$ cat src/rtl/sqrt_pkg.sv
// Shared definitions for the iterative square-root unit: FSM state type,
// iteration-count helpers and parameter legality test.
package sqrt_pkg;

    typedef enum logic [0:0] {
        IDLE = 1'b0,
        CALC = 1'b1
    } state_e;

    // Number of clock edges needed to resolve all WIDTH/2 root bits.
    function automatic int calc_n(input int width, input int steps);
        int s;
        s = (steps < 1) ? 1 : steps;
        return width / (2 * s);
    endfunction

    function automatic int cnt_width(input int width, input int steps);
        int n;
        n = calc_n(width, steps);
        return (n <= 2) ? 1 : $clog2(n);
    endfunction

    function automatic bit params_ok(input int width, input int steps);
        return (width >= 2) && ((width % 2) == 0) && (steps >= 1) &&
               (((width / 2) % steps) == 0);
    endfunction

endpackage

$ cat src/rtl/sqrt_step.sv
// One restoring digit iteration of the square root: brings in the next
// radicand bit pair and resolves one root bit.
module sqrt_step
    import sqrt_pkg::*;
#(
    parameter int WIDTH = 16
) (
    input  logic [WIDTH/2+1:0] r_i,
    input  logic [WIDTH/2-1:0] q_i,
    input  logic [1:0]         pair_i,
    output logic [WIDTH/2+1:0] r_o,
    output logic [WIDTH/2-1:0] q_o
);

    localparam int QW = WIDTH / 2;
    localparam int RW = QW + 2;

    logic [RW-1:0] r_sh_s;
    logic [RW-1:0] t_s;
    logic          ge_s;

    assign r_sh_s = (r_i << 2) | {{(RW-2){1'b0}}, pair_i};
    assign t_s    = {q_i, 2'b01};
    assign ge_s   = (r_sh_s >= t_s);

    // Subtract trial value when it fits and shift the new root bit in.
    always_comb begin
        r_o = r_sh_s;
        q_o = q_i << 1;
        if (ge_s) begin
            r_o = r_sh_s - t_s;
            q_o = (q_i << 1) | {{(QW-1){1'b0}}, 1'b1};
        end else begin
            r_o = r_sh_s;
            q_o = q_i << 1;
        end
    end

endmodule

$ cat src/rtl/sqrt_iter.sv
// Iterative integer square root with start/busy handshake, done pulse,
// remainder output and synchronous abort.
module sqrt_iter
    import sqrt_pkg::*;
#(
    parameter int WIDTH = 16,
    parameter int STEPS = 1
) (
    input  logic               clk_i,
    input  logic               rst_ni,
    input  logic               start_i,
    input  logic               abort_i,
    input  logic [WIDTH-1:0]   x_bi,
    output logic               busy_o,
    output logic               done_o,
    output logic [WIDTH/2-1:0] y_bo,
    output logic [WIDTH/2:0]   rem_bo
);

    localparam int N  = calc_n(WIDTH, STEPS);
    localparam int CW = cnt_width(WIDTH, STEPS);
    localparam int QW = WIDTH / 2;
    localparam int RW = QW + 2;

    if (!params_ok(WIDTH, STEPS)) begin : g_bad_params
        $error("sqrt_iter: WIDTH must be even and >= 2, STEPS must divide WIDTH/2");
    end

    state_e          state_q, state_d;
    logic [CW-1:0]   cnt_q,   cnt_d;
    logic [WIDTH-1:0] x_q,    x_d;
    logic [RW-1:0]   r_q,     r_d;
    logic [QW-1:0]   q_q,     q_d;
    logic [QW-1:0]   y_q,     y_d;
    logic [QW:0]     rem_q,   rem_d;
    logic            done_q,  done_d;

    logic [RW-1:0]   r_c [STEPS+1];
    logic [QW-1:0]   q_c [STEPS+1];

    assign r_c[0] = r_q;
    assign q_c[0] = q_q;

    // The radicand register is consumed MSB-first, so step i reads pair i.
    for (genvar i = 0; i < STEPS; i++) begin : g_step
        sqrt_step #(.WIDTH(WIDTH)) u_step (
            .r_i    (r_c[i]),
            .q_i    (q_c[i]),
            .pair_i (x_q[WIDTH-1-2*i -: 2]),
            .r_o    (r_c[i+1]),
            .q_o    (q_c[i+1])
        );
    end

    // Next-state logic for FSM, datapath and result registers.
    always_comb begin
        state_d = state_q;
        cnt_d   = cnt_q;
        x_d     = x_q;
        r_d     = r_q;
        q_d     = q_q;
        y_d     = y_q;
        rem_d   = rem_q;
        done_d  = 1'b0;
        case (state_q)
            IDLE: begin
                if (start_i) begin
                    state_d = CALC;
                    x_d     = x_bi;
                    r_d     = {RW{1'b0}};
                    q_d     = {QW{1'b0}};
                    cnt_d   = CW'(N - 1);
                end else begin
                    state_d = IDLE;
                end
            end
            CALC: begin
                // Abort wins even on the final edge: no result, no pulse.
                if (abort_i) begin
                    state_d = IDLE;
                end else if (cnt_q == {CW{1'b0}}) begin
                    state_d = IDLE;
                    r_d     = r_c[STEPS];
                    q_d     = q_c[STEPS];
                    y_d     = q_c[STEPS];
                    rem_d   = r_c[STEPS][QW:0];
                    done_d  = 1'b1;
                end else begin
                    r_d   = r_c[STEPS];
                    q_d   = q_c[STEPS];
                    x_d   = x_q << (2 * STEPS);
                    cnt_d = cnt_q - CW'(1);
                end
            end
            default: begin
                state_d = IDLE;
            end
        endcase
    end

    // State and datapath registers.
    always_ff @(posedge clk_i or negedge rst_ni) begin
        if (!rst_ni) begin
            state_q <= IDLE;
            cnt_q   <= {CW{1'b0}};
            x_q     <= {WIDTH{1'b0}};
            r_q     <= {RW{1'b0}};
            q_q     <= {QW{1'b0}};
            y_q     <= {QW{1'b0}};
            rem_q   <= {(QW+1){1'b0}};
            done_q  <= 1'b0;
        end else begin
            state_q <= state_d;
            cnt_q   <= cnt_d;
            x_q     <= x_d;
            r_q     <= r_d;
            q_q     <= q_d;
            y_q     <= y_d;
            rem_q   <= rem_d;
            done_q  <= done_d;
        end
    end

    assign busy_o = (state_q == CALC);
    assign done_o = done_q;
    assign y_bo   = y_q;
    assign rem_bo = rem_q;

endmodule

$ cat config.mk
export PLATFORM = sky130hd
export DESIGN_NAME = sqrt_iter
export DESIGN_NICKNAME = d
export VERILOG_FILES = /design/src/rtl/sqrt_pkg.sv /design/src/rtl/sqrt_step.sv /design/src/rtl/sqrt_iter.sv
export SDC_FILE = /design/constraint.sdc
export NUM_CORES = 1
export LEC_CHECK = 0
export CORE_UTILIZATION = 50
export CTS_CLUSTER_SIZE = 8
export DETAILED_ROUTE_END_ITERATION = 16
export PLACE_DENSITY = 0.74
export SETUP_SLACK_MARGIN = 0.4
export SLEW_MARGIN = 20
export SYNTH_ARGS = -nofsm -noshare
export SYNTH_HDL_FRONTEND = slang
export SYNTH_SLANG_ARGS = --single-unit
$ cat constraint.sdc
create_clock -name clk_i -period 2.4 [get_ports clk_i]
set_input_delay 0.48 -clock clk_i [delete_from_list [all_inputs] [get_ports clk_i]]
set_output_delay 0.48 -clock clk_i [all_outputs]
set_load 0.1 [all_outputs]
==> run_results.csv, run 1 <==
group,metric,value,unit
outcome,status,"completed",
power,swShare,47.1,%
routing,drcViolationCount,0,
clocking,cts_made_buffers,5,
yosys,syn_avg_cell_area,9.63,um^2
setup_path,crit_type,"register to register",
power,pwr-share-clk,11.0,%
sta,setup_tns,0,ps
layout,drive_gt1_share,28.4,%
sta,worst_pin_slew,521,ps
power,power_switching,2.46,mW
setup_path,r2r_cells,9,
global_route,grt_pass1_wl,11100,um
global_route,grt_pass1_vias,2390,
clocking,holdBufCountCts,0,
sta,skew,7.02,ps
yosys,synth_seq_cells,54,
setup_path,worstPathRequired,2600,ps
routing,via_per_inst,5.62,
layout,final_util,68.0,%
yosys,async_flop_share,100,%
routing,ant_nets,0,
yosys,synth_largest_area_cell,"dfrtp_1",
sta,finalHoldViolCount,0,
setup_path,r2r_slack,410,ps
setup_path,critPathMaxFanout,5,
routing,dr.pass1.iters,4,
setup_path,r2r-start,"q_q[3]",
yosys,synth_edf_count,0,
die,die_h,78.0,um
yosys,synth_top_area_share,46.8,%
clocking,cts.sinks,54,
global_route,track_usage,23.2,%
power,powerDensity,1390,mW/mm^2
sta,slew_viol_final,0,
yosys,synth.yosys.seq_area_share,46.8,%
sta,layout_min_cycle_time,1990,ps
die,fp.coreArea,0.00554,mm^2
global_route,met3_usage,3.41,%
clocking,cts_tree,"done",
routing,drt-total-wl,6790,um
die,start_util,52.1,%
global_route,grt.overflow.total,0,
sta,fmax,504,MHz
die,pin_count,39,
layout,area.growth.synth_to_final,30.4,%
die,die_area,0.00608,mm^2
clocking,clock_tree.buffer_depth,2,
power,finalPower,5.23,mW
layout,final_cell_mix,"nand2_1, dfrtp_1, buf_4, o21ai_0, clkdlybuf4s50_1",
yosys,netlist_area,0.00289,mm^2
power,p_comb_share,62.8,%
clocking,h-tree-depth,2,
layout,multi_input_area,0.00153,mm^2
power,vdd_drop_max,0.679,mV
yosys,synth_ff_type,"dfrtp_1",
flow_run,maxCapViolCount,0,
sta,finalSetupViolCount,0,
routing,vias,2443,
setup_path,arrival,2190,ps
global_route,grt-busiest-layer,"met2",
layout,fillers,433,
layout,antenna_cells,0,
power,internal-power,2.76,mW
yosys,syn_inst,300,
power,pwr-share-seq,26.2,%
sta,period_share,82.8,%
die,die_w,78.0,um
yosys,synth.area.top_cells,"dfrtp_1, nand2_1, o21ai_0, ha_1, mux2i_1",
layout,nets,394,
yosys,synth_nets,332,
placed_design,place.detailed.hpwl,4590,um
sta,max_slew_margin,65.2,%
clocking,clk_pin_slew_worst_paths,90,ps
power,p_leak,1.71,nW
yosys,yosysUniqueCellTypes,49,
global_route,grt_util_met1,30.0,%
global_route,antenna_found_initial,0,
global_route,grt_max_degree,34,
clocking,cts_root_buf,"clkbuf_8",
setup_path,start_kind,"register",
placed_design,io_buffers,38,
layout,final_common_cell,"nand2_1",
setup_path,worstSetupEndpointType,"register",
global_route,grt_use_met2,40.2,%
hold_path,hold_path.class,"primary input to async pin",
setup_path,reg2reg_to,"r_q[2]",
routing,drt-initial-drc-count,151,
yosys,ys_warn_count,0,
die,row_count,27,
sta,rsz0062_at_grt,"true",
routing,detail_route.wl_per_cell,15.6,um
clocking,clock_latency,300,ps
layout,regArea,0.00136,mm^2
placed_design,place_congestion,0.885,
==> critical path, stage by stage, from the launching register on <==
cell     delay [ps]
dfrtp_1         400
inv_2            90
ha_4            220
a21o_1          200
a31o_4          250
o21ai_4         180
buf_6           130
buf_6           100
a21oi_2          50
o31ai_1         260
==> worst max-delay path by stage <==
stage / startpoint / to / slack (ps)
after floorplan: busy_o / rem_bo[5] / 460
final: q_q[3] / r_q[2] / 410
after global placement: r_q[3] / r_q[7] / 230
after CTS: r_q[2] / rem_bo[1] / 390
after detailed placement: r_q[3] / rem_bo[1] / 210
after global routing: q_q[3] / r_q[2] / 370
==> per-layer routing <==
metal | part of all wire [%] | up-vias
met2 | 51 | 61
met5 | 0 | -
li1 | - | 1180
met3 | 3.7 | 12
met4 | 1.8 | 0
met1 | 43 | 1190
==> power by group through the flow <==
stage / sequential [mW] / combinational (mW) / clock [mW]
detailed placement: 1.37 / 2.58 / 0
global route: 1.39 / 3.52 / 0.622
CTS: 1.37 / 2.75 / 0.595
finish: 1.37 / 3.28 / 0.577
global placement: 1.36 / 2.56 / 0
floorplan: 1.87 / 1.52 / 0
==> Yosys cell counts (all sizes together) (2+ instances only) <==
cell	number
ha	12
a21o	3
inv	16
o311ai	2
a211o	2
a21oi	17
nor2	9
and2	3
buf	12
mux2i	15
nor2b	2
o311a	2
o21ai	39
o211ai	4
clkbuf	5
a22o	2
nand4	6
dfrtp	54
xor2	3
nor3	8
a211oi	2
o21a	2
nand3	4
nand2b	5
a31oi	4
nand2	51
o31ai	7
==> state kept, by name, indices dropped and copies added (netlist names) <==
register  cells
busy_o        1
cnt_q         3
rem_bo        9
done_o        1
r_q           8
x_q          16
q_q           8
y_bo          8
==> cell families after synthesis <==
group,share of synthesized area (%)
and+or+nand+nor,15.3
AOI/OAI and AO/OA,20.8
DFF,46.8
buffers and inverters,5.50
muxes,5.20
adders and majority gates,5.20
xor gates and xnor gates,1.21
==> timing repair <==
item                       CTS  global route
cloned                       0             1
buffers inserted             1            19
gates resized for setup     15            22
pin swaps                    2             8
setup endpoints to repair   17            12
==> final cells by class <==
class,instances,area share (%)
well taps,72,2.39
repair buffers,71,16.3
multi-input cells,214,40.7
inverters,16,1.60
clock buffers,8,2.92
flip-flops and latches,54,36.1
==> per-stage QoR <==
stage               std cells  hold WS (ps)  area, um^2  setup WS, ps
floorplan                 300           184        2890           464
finish                    435           135        3760           414
global route              435           170        3760           368
global placement          406           460        3330           228
CTS                       415           140        3550           389
detailed placement        406           467        3330           209
No activity file was read; power rests on OpenSTA's default activity.
==> run 2: changes to the inputs <==
Settings changed: CORE_UTILIZATION 50 to 49, PLACE_DENSITY 0.74 to 0.75.
Clock period 2.4 ns to 1.7 ns, I/O delays scaled along.
==> run 2 against run 1 <==
Against the previous run: the run now ends with setup timing left; clock power increased by 53%; final area grew 41%; combinational power grew 130%; first-iteration DRC count grew 150%; clock skew up 9.6 ps; global-route usage is 11 points higher; fmax decreased by 4.4%; register-to-register slack lost 790 ps; sequential share of layout area shrank 11 points; critical endpoint is now r_q[3].
==> run_results.csv, run 2 (synthesized netlist as in run 1, its figures left out) <==
group,metric,value,unit
setup_path,r2r_cells,8,
global_route,antenna_found_initial,0,
layout,instances_no_fill,514,
hold_path,hold_path.class,"primary input to async pin",
clocking,h-tree-depth,2,
sta,setup_tns,-5380,ps
die,die_h,78.8,um
sta,fmax,481,MHz
global_route,track_usage,34.4,%
die,fp.coreArea,0.00561,mm^2
clocking,holdBufCountCts,0,
sta,layout_min_cycle_time,2080,ps
routing,drt-total-wl,14200,um
global_route,grt_pass1_wl,16200,um
outcome,violations,"setup timing",
routing,drt-initial-drc-count,375,
layout,final_cell_mix,"buf_4, dfrtp_1, buf_12, nand2_1, buf_6",
layout,fillers,156,
power,p_leak,2.40,nW
layout,design_area,0.00531,mm^2
setup_path,critPathLaunch,"x_q[15]",
placed_design,place.detailed.hpwl,5540,um
layout,regMostFlops,"x_q",
global_route,grt_max_degree,55,
layout,final_common_cell,"buf_4",
die,row_count,27,
routing,via_per_inst,6.87,
layout,final_util,94.6,%
clocking,cts.sinks,54,
sta,holdWs,12.5,ps
clocking,cts_made_buffers,5,
die,die_area,0.00620,mm^2
global_route,grt.overflow.total,0,
layout,drive_gt1_share,57.9,%
outcome,status,"complete, but fails checks",
layout,largest_reg_flops,16,
clocking,clk_pin_slew_worst_paths,110,ps
sta,period_share,122,%
routing,vias,3530,
setup_path,r2r-start,"x_q[15]",
placed_design,place_congestion,0.911,
placed_design,placed_area,0.00407,mm^2
clocking,cts_tree,"done",
power,vdd_drop_max,1.11,mV
routing,detail_route.wl_per_cell,27.7,um
setup_path,start_kind,"register",
sta,finalSetupViolCount,28,
layout,area.growth.synth_to_final,83.8,%
placed_design,io_buffers,38,
layout,antenna_cells,0,
sta,worst_pin_slew,407,ps
setup_path,r2r_slack,-380,ps
power,powerDensity,1960,mW/mm^2
clocking,clock_latency,320,ps
setup_path,worstPathRequired,1890,ps
die,start_util,51.5,%
sta,finalHoldViolCount,0,
sta,slew_viol_final,0,
routing,drcViolationCount,0,
setup_path,arrival,2270,ps
global_route,grt_pass1_vias,3307,
die,die_w,78.8,um
setup_path,critPathMaxFanout,5,
placed_design,dp_cells,454,
sta,rsz0062_at_grt,"true",
routing,dr.pass1.iters,5,
setup_path,worstSetupEndpointType,"register",
clocking,cts_root_buf,"clkbuf_8",
setup_path,crit_type,"register to register",
die,pin_count,39,
layout,nets,473,
sta,max_slew_margin,72.1,%
flow_run,maxCapViolCount,0,
sta,setup_slack,-378,ps
setup_path,reg2reg_to,"r_q[3]",
routing,ant_nets,0,
clocking,clock_tree.buffer_depth,2,
sta,skew,16.6,ps
setup_path,crit_path_end,"r_q[3]",
==> run 2: cell count changes in the layout (fill, tap and decap cells not counted), moves of 13 or more <==
cell	change
buf_12	+25
nand2_4	+13
o21ai_2	+21
buf_6	+20
o21ai_0	-35
buf_4	+26
nand2_1	-24
==> run 2: how the worst min path moves through the flow <==
stage | startpoint | end | depth (start not counted) | slack [ps]
finish | rst_ni | busy_o | 2 | 10
global route | rst_ni | r_q[2] | 2 | 30
CTS | rst_ni | y_bo[7] | 2 | 30
detailed placement | rst_ni | y_bo[7] | 2 | 360
global placement | rst_ni | y_bo[6] | 2 | 360
floorplan | rst_ni | cnt_q[0] | 0 | 40
==> run 2: cell type report <==
type / count / area [um^2] / area share [%]
tap: 72 / 90.1 / 1.70
inverter: 16 / 67.6 / 1.27
timing repair buffer: 149 / 1690 / 31.8
clock inverter: 1 / 30.0 / 0.566
clock buffer: 7 / 76.3 / 1.44
multi-input combinational: 215 / 2000 / 37.6
sequential: 54 / 1360 / 25.6
==> run 2: stage by stage <==
step | worst slack, ps | power (mW)
2_1_floorplan | -111 | 5.10
3_3_place_gp | -162 | 6.79
3_5_place_dp | -218 | 6.89
4_1_cts | -135 | 8.81
5_1_grt | -436 | 10.6
6_report | -378 | 10.4
==> run 2: what timing repair did <==
item,4_1_cts,5_1_grt
endpoints found under the setup margin,54,56
buffers inserted,27,17
resized for setup,93,66
pin swaps,26,17
gates cloned,8,0
==> run 2: power breakdown <==
group | leakage (nW) | total [mW] | switching, mW | internal (mW)
registers | 0.703 | 2.07 | 0.425 | 1.64
clock network | 0.0524 | 0.881 | 0.439 | 0.442
logic | 1.65 | 7.44 | 4.25 | 3.19
==> run 2: worst max-delay path, stage by stage (launching register included) <==
cell      delay (ps)
dfrtp_1          410
inv_1            150
ha_2             250
nand2b_4         170
a21oi_4          100
buf_4            160
o21ai_4          210
a21oi_1          150
o31ai_2          350
==> run 2: layer usage <==
metal,vias up,routed length [um],global-route usage (%)
met5,-,0,0
met1,1704,4970,38.8
met4,0,1150,18.3
li1,1350,-,-
met2,349,6780,62.3
met3,127,1340,5.29
==> run 3: changes to the inputs <==
Settings changed: RECOVER_POWER set to 50.
==> run 3 against run 2 <==
Against the previous run: the run still ends with setup timing left; routed wire length increased by 0.39%; via count decreased by 0.11%; combinational power about the same; count of clock-buffer cells in the layout unchanged; first-iteration DRC count unchanged; non-clock buffer count unchanged; highest routed layer unchanged.
==> run_results.csv, run 3 (synthesized netlist as in run 1, its figures left out) <==
group,metric,value,unit
outcome,status,"complete, but fails checks",
outcome,violations,"setup timing",
layout,largest_reg_flops,16,
clocking,h-tree-depth,2,
power,finalPower,10.4,mW
sta,fmax,479,MHz
routing,drcViolationCount,0,
routing,dr.pass1.iters,10,
clocking,holdBufCountCts,0,
setup_path,critPathMaxFanout,5,
sta,worst_pin_slew,1370,ps
layout,fillers,158,
clocking,cts_root_buf,"clkbuf_8",
setup_path,r2r-start,"x_q[15]",
power,powerDensity,1960,mW/mm^2
sta,rsz0062_at_grt,"true",
sta,finalSetupViolCount,29,
layout,antenna_cells,0,
setup_path,worst_path_largest_cell_delay,410,ps
routing,detail_route.wl_per_cell,27.8,um
clocking,clock_tree.buffer_depth,2,
setup_path,r2r_cells,8,
routing,ant_nets,0,
sta,period_share,123,%
die,fp.coreArea,0.00561,mm^2
setup_path,reg2reg_to,"r_q[3]",
die,die_w,78.8,um
global_route,antenna_found_initial,0,
sta,setup_slack,-389,ps
routing,drt-total-wl,14300,um
sta,finalHoldViolCount,0,
die,die_area,0.00620,mm^2
layout,final_common_cell,"buf_4",
setup_path,path_buf_inv,2,
setup_path,critPathLaunch,"x_q[15]",
power,internal-power,5.27,mW
power,p_comb_share,71.6,%
power,power_switching,5.11,mW
setup_path,crit_type,"register to register",
clocking,clk_pin_slew_worst_paths,110,ps
setup_path,cp_top_family,"compound AO/OA/AOI/OAI gates",
sta,max_slew_margin,8.46,%
layout,multi_input_area,0.00200,mm^2
sta,holdWs,419,ps
layout,regMostFlops,"x_q",
power,vdd_drop_max,1.11,mV
power,pwr-share-seq,19.9,%
layout,nets,473,
global_route,track_usage,34.4,%
layout,drive_gt1_share,57.9,%
routing,via_per_inst,6.86,
global_route,grt_max_degree,55,
setup_path,crit_slowest_cell,"dfrtp_1",
placed_design,place_congestion,0.911,
layout,final_cell_mix,"buf_4, dfrtp_1, buf_12, nand2_1, buf_6",
clocking,cts.sinks,54,
placed_design,dp_cells,454,
die,start_util,51.5,%
power,pwr-share-clk,8.4,%
global_route,grt_pass1_wl,16200,um
power,swShare,49.2,%
setup_path,start_kind,"register",
sta,skew,16.7,ps
setup_path,worstSetupEndpointType,"register",
layout,instances_no_fill,514,
power,p_leak,2.40,nW
sta,layout_min_cycle_time,2090,ps
sta,slew_viol_final,0,
die,die_h,78.8,um
clocking,clock_latency,320,ps
setup_path,crit_path_end,"r_q[3]",
setup_path,r2r_slack,-390,ps
setup_path,arrival,2280,ps
global_route,grt_pass1_vias,3307,
hold_path,hold_path.class,"primary input to async pin",
die,pin_count,39,
die,row_count,27,
setup_path,cp_cell_sequence,"inv_1, ha_2, nand2b_4, a21oi_4, buf_4, o21ai_4, a21oi_1, o31ai_2",
placed_design,io_buffers,38,
clocking,cts_tree,"done",
placed_design,place.detailed.hpwl,5540,um
routing,drt-initial-drc-count,375,
layout,area.growth.synth_to_final,83.3,%
layout,regArea,0.00136,mm^2
setup_path,worstPathRequired,1890,ps
routing,vias,3526,
global_route,grt.overflow.total,0,
flow_run,maxCapViolCount,0,
layout,final_util,94.4,%
clocking,cts_made_buffers,5,
setup_path,path_depth,8,
## run 3: cell types whose count changed in the layout (fill, tap and decap cells not counted), sizes merged
cell,change
buf,-1
clkbuf,+1
## run 3: area by class of cell
type / count / area share (%)
clock buffers: 7 / 1.44
clock inverters: 1 / 0.567
inverters: 16 / 1.28
multi-input cells: 215 / 37.7
flip-flops and latches: 54 / 25.6
well taps: 72 / 1.70
repair buffers: 149 / 31.7
## run 3: power groups by stage
stage / clock network (mW) / logic [mW] / registers, mW
floorplan: 0 / 2.43 / 2.67
global placement: 0 / 4.86 / 1.93
detailed placement: 0 / 4.94 / 1.95
CTS: 0.864 / 5.99 / 1.95
global route: 0.913 / 7.56 / 2.08
finish: 0.876 / 7.43 / 2.07
## run 3: repair_timing
action                                  CTS  global route
buffers inserted                         27            17
endpoints found under the setup margin   54            56
resized for setup                        93            66
pin swaps                                26            17
cloned                                    8             0
## run 3: routing by layer
metal  GRT usage (%)  wire length [um]
met3            5.29              1440
met4            18.3              1120
met1            38.8              4960
met5               0                 0
met2            62.3              6780
## run 3: stage by stage
step           setup TNS (ps)  area, um^2  setup WS [ps]
2_1_floorplan            -835        3070           -111
3_3_place_gp            -2000        4070           -162
3_5_place_dp            -2860        4070           -218
4_1_cts                 -2030        4890           -135
5_1_grt                 -6310        5290           -436
6_report                -5410        5290           -389
## run 3: worst min path at each step
| stage | from | endpoint | slack, ps |
|---|---|---|---|
| floorplan | rst_ni | cnt_q[0] | 40 |
| global placement | rst_ni | y_bo[6] | 360 |
| detailed placement | rst_ni | y_bo[7] | 360 |
| CTS | rst_ni | y_bo[7] | 30 |
| global route | rst_ni | r_q[2] | 530 |
| finish | rst_ni | r_q[2] | 420 |
